===== src/rtl/mem_accel_bus_port.sv =====
// MEM-stage bus port: D-cache refill/writeback has priority, MMIO accelerator accesses
// run through a small FSM. Accelerator load results are registered into the MEM/WB boundary.
module mem_accel_bus_port #(
    parameter int unsigned          NUM_CH   = 2,
    parameter int unsigned          CH_W     = $clog2(NUM_CH > 1 ? NUM_CH : 2),
    parameter int unsigned          DATA_W   = 128,
    parameter int unsigned          TIMEOUT  = 1023,
    parameter logic [NUM_CH*32-1:0] CH_BASE  = {32'h4000_1000, 32'h4000_0000},
    parameter logic [31:0]          ERR_DATA = 32'hDEAD_BEEF
) (
    input  logic              clk_i,
    input  logic              rst_ni,
    input  logic              enable_i,
    input  logic              flush_i,
    input  logic              acc_valid_i,
    input  logic [CH_W-1:0]   acc_ch_i,
    input  logic [2:0]        acc_op_i,
    input  logic              acc_load_i,
    input  logic [31:0]       acc_wdata_i,
    input  logic              cache_req_valid_i,
    input  logic [31:0]       cache_req_addr_i,
    input  logic              cache_req_we_i,
    input  logic [DATA_W-1:0] cache_req_wdata_i,
    output logic              cache_gnt_o,
    output logic [31:0]       addr_o,
    output logic [DATA_W-1:0] wdata_o,
    output logic              we_o,
    output logic              cs_o,
    input  logic [DATA_W-1:0] rdata_i,
    input  logic              rvalid_i,
    output logic              stall_o,
    output logic [31:0]       rsp_data_o,
    output logic              rsp_valid_o,
    output logic              err_o
);

    localparam int unsigned CNT_W = (TIMEOUT > 0) ? $clog2(TIMEOUT + 1) : 1;

    typedef enum logic [2:0] {
        StIdle,
        StRead,
        StWrite,
        StErrc,
        StFin,
        StDone
    } state_e;

    state_e             state_q, state_d;
    logic [CNT_W-1:0]   cnt_q;
    logic [31:0]        addr_q;
    logic [31:0]        wdata_q;
    logic [31:0]        cap_q;
    logic               err_q;
    logic               kill_q;

    logic               accept;
    logic               bad_ch;
    logic               timeout_hit;
    logic               leaving_result;
    logic [31:0]        base;
    logic [31:0]        acc_addr;

    assign accept      = (state_q == StIdle) & acc_valid_i & ~cache_req_valid_i & ~flush_i;
    assign bad_ch      = ({1'b0, acc_ch_i} >= (CH_W + 1)'(NUM_CH));
    assign timeout_hit = (cnt_q == CNT_W'(TIMEOUT));
    assign acc_addr    = base + {27'b0, acc_op_i, 2'b00};
    assign leaving_result = (state_q == StFin) || (state_q == StErrc);

    always_comb begin
        base = '0;
        for (int unsigned i = 0; i < NUM_CH; i++) begin
            if ({1'b0, acc_ch_i} == (CH_W + 1)'(i)) begin
                base = CH_BASE[i*32 +: 32];
            end
        end
    end

    // Only the low word of the bus is meaningful for accelerator registers.
    generate
        if (DATA_W > 32) begin : g_unused_rdata
            logic unused_rdata_hi;
            assign unused_rdata_hi = ^rdata_i[DATA_W-1:32];
        end
    endgenerate

    always_comb begin
        state_d     = state_q;
        cache_gnt_o = 1'b0;
        cs_o        = 1'b0;
        we_o        = 1'b0;
        addr_o      = '0;
        wdata_o     = '0;
        stall_o     = 1'b0;
        case (state_q)
            StIdle: begin
                stall_o = acc_valid_i & ~flush_i;
                if (cache_req_valid_i) begin
                    cache_gnt_o = 1'b1;
                    cs_o        = 1'b1;
                    we_o        = cache_req_we_i;
                    addr_o      = cache_req_addr_i;
                    wdata_o     = cache_req_wdata_i;
                end
                if (accept) begin
                    if (bad_ch) begin
                        state_d = StErrc;
                    end else if (acc_load_i) begin
                        state_d = StRead;
                    end else begin
                        state_d = StWrite;
                    end
                end
            end
            StWrite: begin
                cs_o    = 1'b1;
                we_o    = 1'b1;
                addr_o  = addr_q;
                wdata_o = DATA_W'(wdata_q);
                state_d = enable_i ? StIdle : StDone;
            end
            StRead: begin
                cs_o    = 1'b1;
                addr_o  = addr_q;
                wdata_o = DATA_W'(wdata_q);
                stall_o = 1'b1;
                if (rvalid_i || timeout_hit) begin
                    state_d = StFin;
                end
            end
            StErrc, StFin, StDone: begin
                if (enable_i) begin
                    state_d = StIdle;
                end
            end
            default: state_d = StIdle;
        endcase
    end

    always_ff @(posedge clk_i) begin
        if (!rst_ni) begin
            state_q     <= StIdle;
            cnt_q       <= '0;
            addr_q      <= '0;
            wdata_q     <= '0;
            cap_q       <= '0;
            err_q       <= 1'b0;
            kill_q      <= 1'b0;
            rsp_data_o  <= '0;
            rsp_valid_o <= 1'b0;
            err_o       <= 1'b0;
        end else begin
            state_q <= state_d;
            if (accept) begin
                addr_q  <= acc_addr;
                wdata_q <= acc_wdata_i;
                cnt_q   <= '0;
                err_q   <= bad_ch;
                cap_q   <= bad_ch ? ERR_DATA : 32'h0;
                kill_q  <= 1'b0;
            end
            if (state_q == StRead) begin
                if (rvalid_i) begin
                    cap_q <= rdata_i[31:0];
                    err_q <= 1'b0;
                end else if (timeout_hit) begin
                    cap_q <= ERR_DATA;
                    err_q <= 1'b1;
                end else begin
                    cnt_q <= cnt_q + CNT_W'(1);
                end
            end
            // A flush while the load is outstanding lets the bus finish but drops the result.
            if ((state_q == StRead || leaving_result) && flush_i) begin
                kill_q <= 1'b1;
            end
            if (enable_i) begin
                if (!flush_i && leaving_result && !kill_q) begin
                    rsp_data_o  <= cap_q;
                    rsp_valid_o <= 1'b1;
                    err_o       <= err_q;
                end else begin
                    rsp_data_o  <= '0;
                    rsp_valid_o <= 1'b0;
                    err_o       <= 1'b0;
                end
            end
        end
    end

endmodule


===== config.mk =====
export PLATFORM = sky130hd
export DESIGN_NAME = mem_accel_bus_port
export DESIGN_NICKNAME = d
export VERILOG_FILES = /design/src/rtl/mem_accel_bus_port.sv
export SDC_FILE = /design/constraint.sdc
export NUM_CORES = 1
export LEC_CHECK = 0
export BUFFER_PORTS_ARGS = -buffer_cell sky130_fd_sc_hd__buf_2
export CAP_MARGIN = 5
export CORE_AREA = 5 5 203 205
export CTS_CLUSTER_SIZE = 28
export DETAILED_ROUTE_END_ITERATION = 7
export DIE_AREA = 0 0 208 210
export SYNTH_ARGS = -nofsm -noshare
export SYNTH_HDL_FRONTEND = slang
export SYNTH_SLANG_ARGS = --single-unit

===== constraint.sdc =====
create_clock -name clk_i -period 2.2 [get_ports clk_i]
set_clock_uncertainty 0.1 [all_clocks]
set_input_delay 0.11 -clock clk_i [delete_from_list [all_inputs] [get_ports clk_i]]
set_output_delay 0.11 -clock clk_i [all_outputs]
set_load 0.01 [all_outputs]

==> run_results.csv <==
group,metric,value,unit
critical_path,rr_startpoint,"state_q[2]",
final_layout,most-common-layout-cells,"434 x buf_2, 125 x and3_1, 116 x nand2_1",
sta,setup_viol,0,
clock_tree,cts_htree_levels,4,
critical_path,slowest_stage,"dfxtp_2",
synthesis,ys_types,44,
final_layout,fin_util,26.40,%
grt,grt_pass1_wl,44630,um
floorplanning,io-pin-count,531,
grt,grt_max_degree,71,
critical_path,critPathCaptureType,"primary output",
drt,drtAntennaViolNets,0,
final_layout,nets,1586,
floorplanning,initial_core_util,15.35,%
synthesis,syn_area_per_cell,7.809,um2
critical_path,required,1.99,ns
worst_hold_path,hold_path_class,"input port to register",
clock_tree,clock_sinks,118,
synthesis,synth_edf_count,0,
final_layout,final_common_cell,"buf_2",
critical_path,r2r_slack,0.13,ns
grt,overflow,0,
sta,hold_viol,0,
critical_path,critPathLaunch,"state_q[1]",
clock_tree,clkTransAtPathRegs,0.06,ns
drt,dr.pass1.iters,5,
pwr,internal-power,6.323,mW
run_status,status,"finished clean",
floorplanning,die-area,43680,um2
worst_hold_path,min_to,"cnt_q[0]",
drt,drt-total-wl,30520,um
job,cap_violations,0,
clock_tree,cts_tree,"yes",
clock_tree,cts_buffers,17,
sta,grt_setup_unrepaired,"no",
critical_path,path_max_fanout,38,
drt,wl_per_cell,17.03,um
sta,final.setup.tns,0,ns
place,globalplace.congestion,0.9131,
critical_path,rr_worst_depth,6,
critical_path,worst_path_largest_cell_delay,0.37,ns
floorplanning,row_count,73,
synthesis,syn_inst,772,
clock_tree,clock_path_buffers,2,
worst_hold_path,hold_depth,4,
sta,fin_crit,2.109,ns
pwr,p_sw,3.951,mW
synthesis,postSynthRegisterBits,118,
final_layout,areaGrowthSynthToFinish,72.00,%
final_layout,instances_no_fill,1792,
pwr,p_leak,5.017,nW
critical_path,r2r-end,"rsp_data_o[27]",
sta,max_slew_margin,53.88,%
place,portBuffers,434,
grt,antenna_found_initial,8,
floorplanning,dieWidth,208,um
synthesis,synthArstFlopShare,0,%
drt,drt_iter0_drc,469,
floorplanning,dieHeight,210,um
critical_path,cp-start-kind,"register",
pwr,vdd_drop_max,0.5493,mV
synthesis,synth_area,6028,um2
sta,post-route-period-util,95.85,%
drt,viasPerCell,4.272,
critical_path,arrival,1.90,ns
grt,grt_pass1_vias,7761,
synthesis,syn-num-nets,1106,
pwr,power_frac_clock,28.6,%
clock_tree,clock_latency,0.41,ns
drt,vias,7656,
synthesis,synth_warnings,0,
critical_path,path_class,"register to primary output",
place,dp.cells,1678,
critical_path,path_cells,"buf_4 -> or2_2 -> buf_8 -> a22oi_1 -> nor2_1 -> buf_2",
pwr,pwr-share-seq,24.0,%
drt,drc_errors,0,
grt,grt_usage,13.07,%
pwr,power_frac_comb,47.3,%
synthesis,synth_flop_cell,"dfxtp_1",
sta,worstMarginPinSlew,0.6903,ns
pwr,p_per_area,990.9,nW/um2
pwr,switching_share,38.46,%
clock_tree,clock-root-buffer,"clkbuf_16",
synthesis,ys_seq_area_share,39.19,%
place,hpwl,22020,um
final_layout,drive_above_1_share,44.81,%
sta,fmax,474.2,MHz
floorplanning,core-area,39280,um2
worst_hold_path,worstHoldStart,"rvalid_i",
sta,timing_max_transition_violations_final,0,
==> metal layers <==
layer  track usage (%)  vias to the layer above  part of all wire, %
met5                 0                        -                 0.17
met1             14.35                     3593                   38
met2             23.73                      315                   51
li1                  -                     3697                    -
met4             5.436                        8                  3.3
met3             3.706                       43                  6.8
==> worst max path at each step <==
stage                        to  slack, ns  cells after the start
floorplan             cap_q[10]       0.25                      8
global placement       cnt_q[5]       0.21                      5
detailed placement     cnt_q[2]       0.16                      5
CTS                  addr_o[30]      -0.02                      7
global route        wdata_o[65]     0.0008                      6
finish                addr_o[2]       0.09                      6
==> cells in the mapped netlist (all sizes together), types with 5 or more instances <==
cell | count | area, um2
a21oi | 81 | 405.4
a22oi | 71 | 678.2
and3 | 125 | 782.0
buf | 25 | 137.6
clkbuf | 55 | 206.5
dfxtp | 118 | 2362
nand2 | 117 | 439.2
nand3 | 8 | 40.04
nor2 | 82 | 357.8
nor3 | 6 | 30.03
o211ai | 9 | 67.56
o21ai | 29 | 145.1
or3 | 5 | 31.28
==> cells by family (layout without fill, tap and decap cells) <==
logic type | after synthesis | in the layout | synth area share, %
fa+ha+maj | 1 | 1 | 0.2075
compound gates | 204 | 204 | 23.89
flops | 118 | 118 | 39.19
other cells | 0 | 4 | 0
simple gates | 362 | 362 | 30.24
buf+inv | 84 | 575 | 5.957
mux | 3 | 3 | 0.5189
==> worst max-delay path, delay by kind of cell (launching register included) <==
kind                   cells  cell delay [ns]
AOI/OAI and AO/OA          1             0.23
buffers and inverters      3             0.48
DFF                        1             0.37
and+or+nand+nor            2             0.38
==> sequential cells by signal, indices dropped and copies added (netlist names) <==
signal       cells
addr_q           5
state_q          3
kill_q           1
err_o            1
rsp_valid_o      1
cnt_q           10
err_q            1
wdata_q         32
rsp_data_o      32
cap_q           32
==> power by group through the flow <==
stage                     clock network, mW  logic [mW]  registers, mW
after floorplan                           0        2.40           2.45
after global placement                    0        4.21           2.48
after detailed placement                  0        4.26           2.49
after CTS                              3.06        5.05           2.45
after global routing                   3.16        5.27           2.49
final                                  2.94        4.86           2.47
==> what timing repair did <==
| action | in CTS | in global routing |
|---|---|---|
| cloned | 4 | 0 |
| hold buffers | 71 | 0 |
| pin swaps | 3 | 4 |
| setup endpoints to repair | 161 | 41 |
| setup buffers | 8 | 1 |
| endpoints found under the hold margin | 71 | 0 |
| resized for setup | 11 | 10 |
==> cell type report <==
cell class	count	area, um2
Antenna cell	4	10.01
Clock buffer	18	439.2
Clock inverter	12	178.9
Fill cell	4296	28910
Inverter	4	16.27
Multi-Input combinational cell	570	3346
Sequential cell	118	2369
Tap cell	525	656.9
Timing Repair Buffer	541	3353
==> per-stage QoR <==
stage          cell area (um2)  hold slack [ns]  setup WS, ns  total power, mW
2_1_floorplan             6028           0.1460        0.2521            4.852
3_3_place_gp              8837           0.2515        0.2068            6.696
3_5_place_dp              8837           0.2565        0.1614            6.748
4_1_cts                  10380          0.03553      -0.01838            10.57
5_1_grt                  10360          0.06437     0.0008094            10.92
6_report                 10370          0.06937       0.09139            10.27
Power figures use the tool's default switching activity.
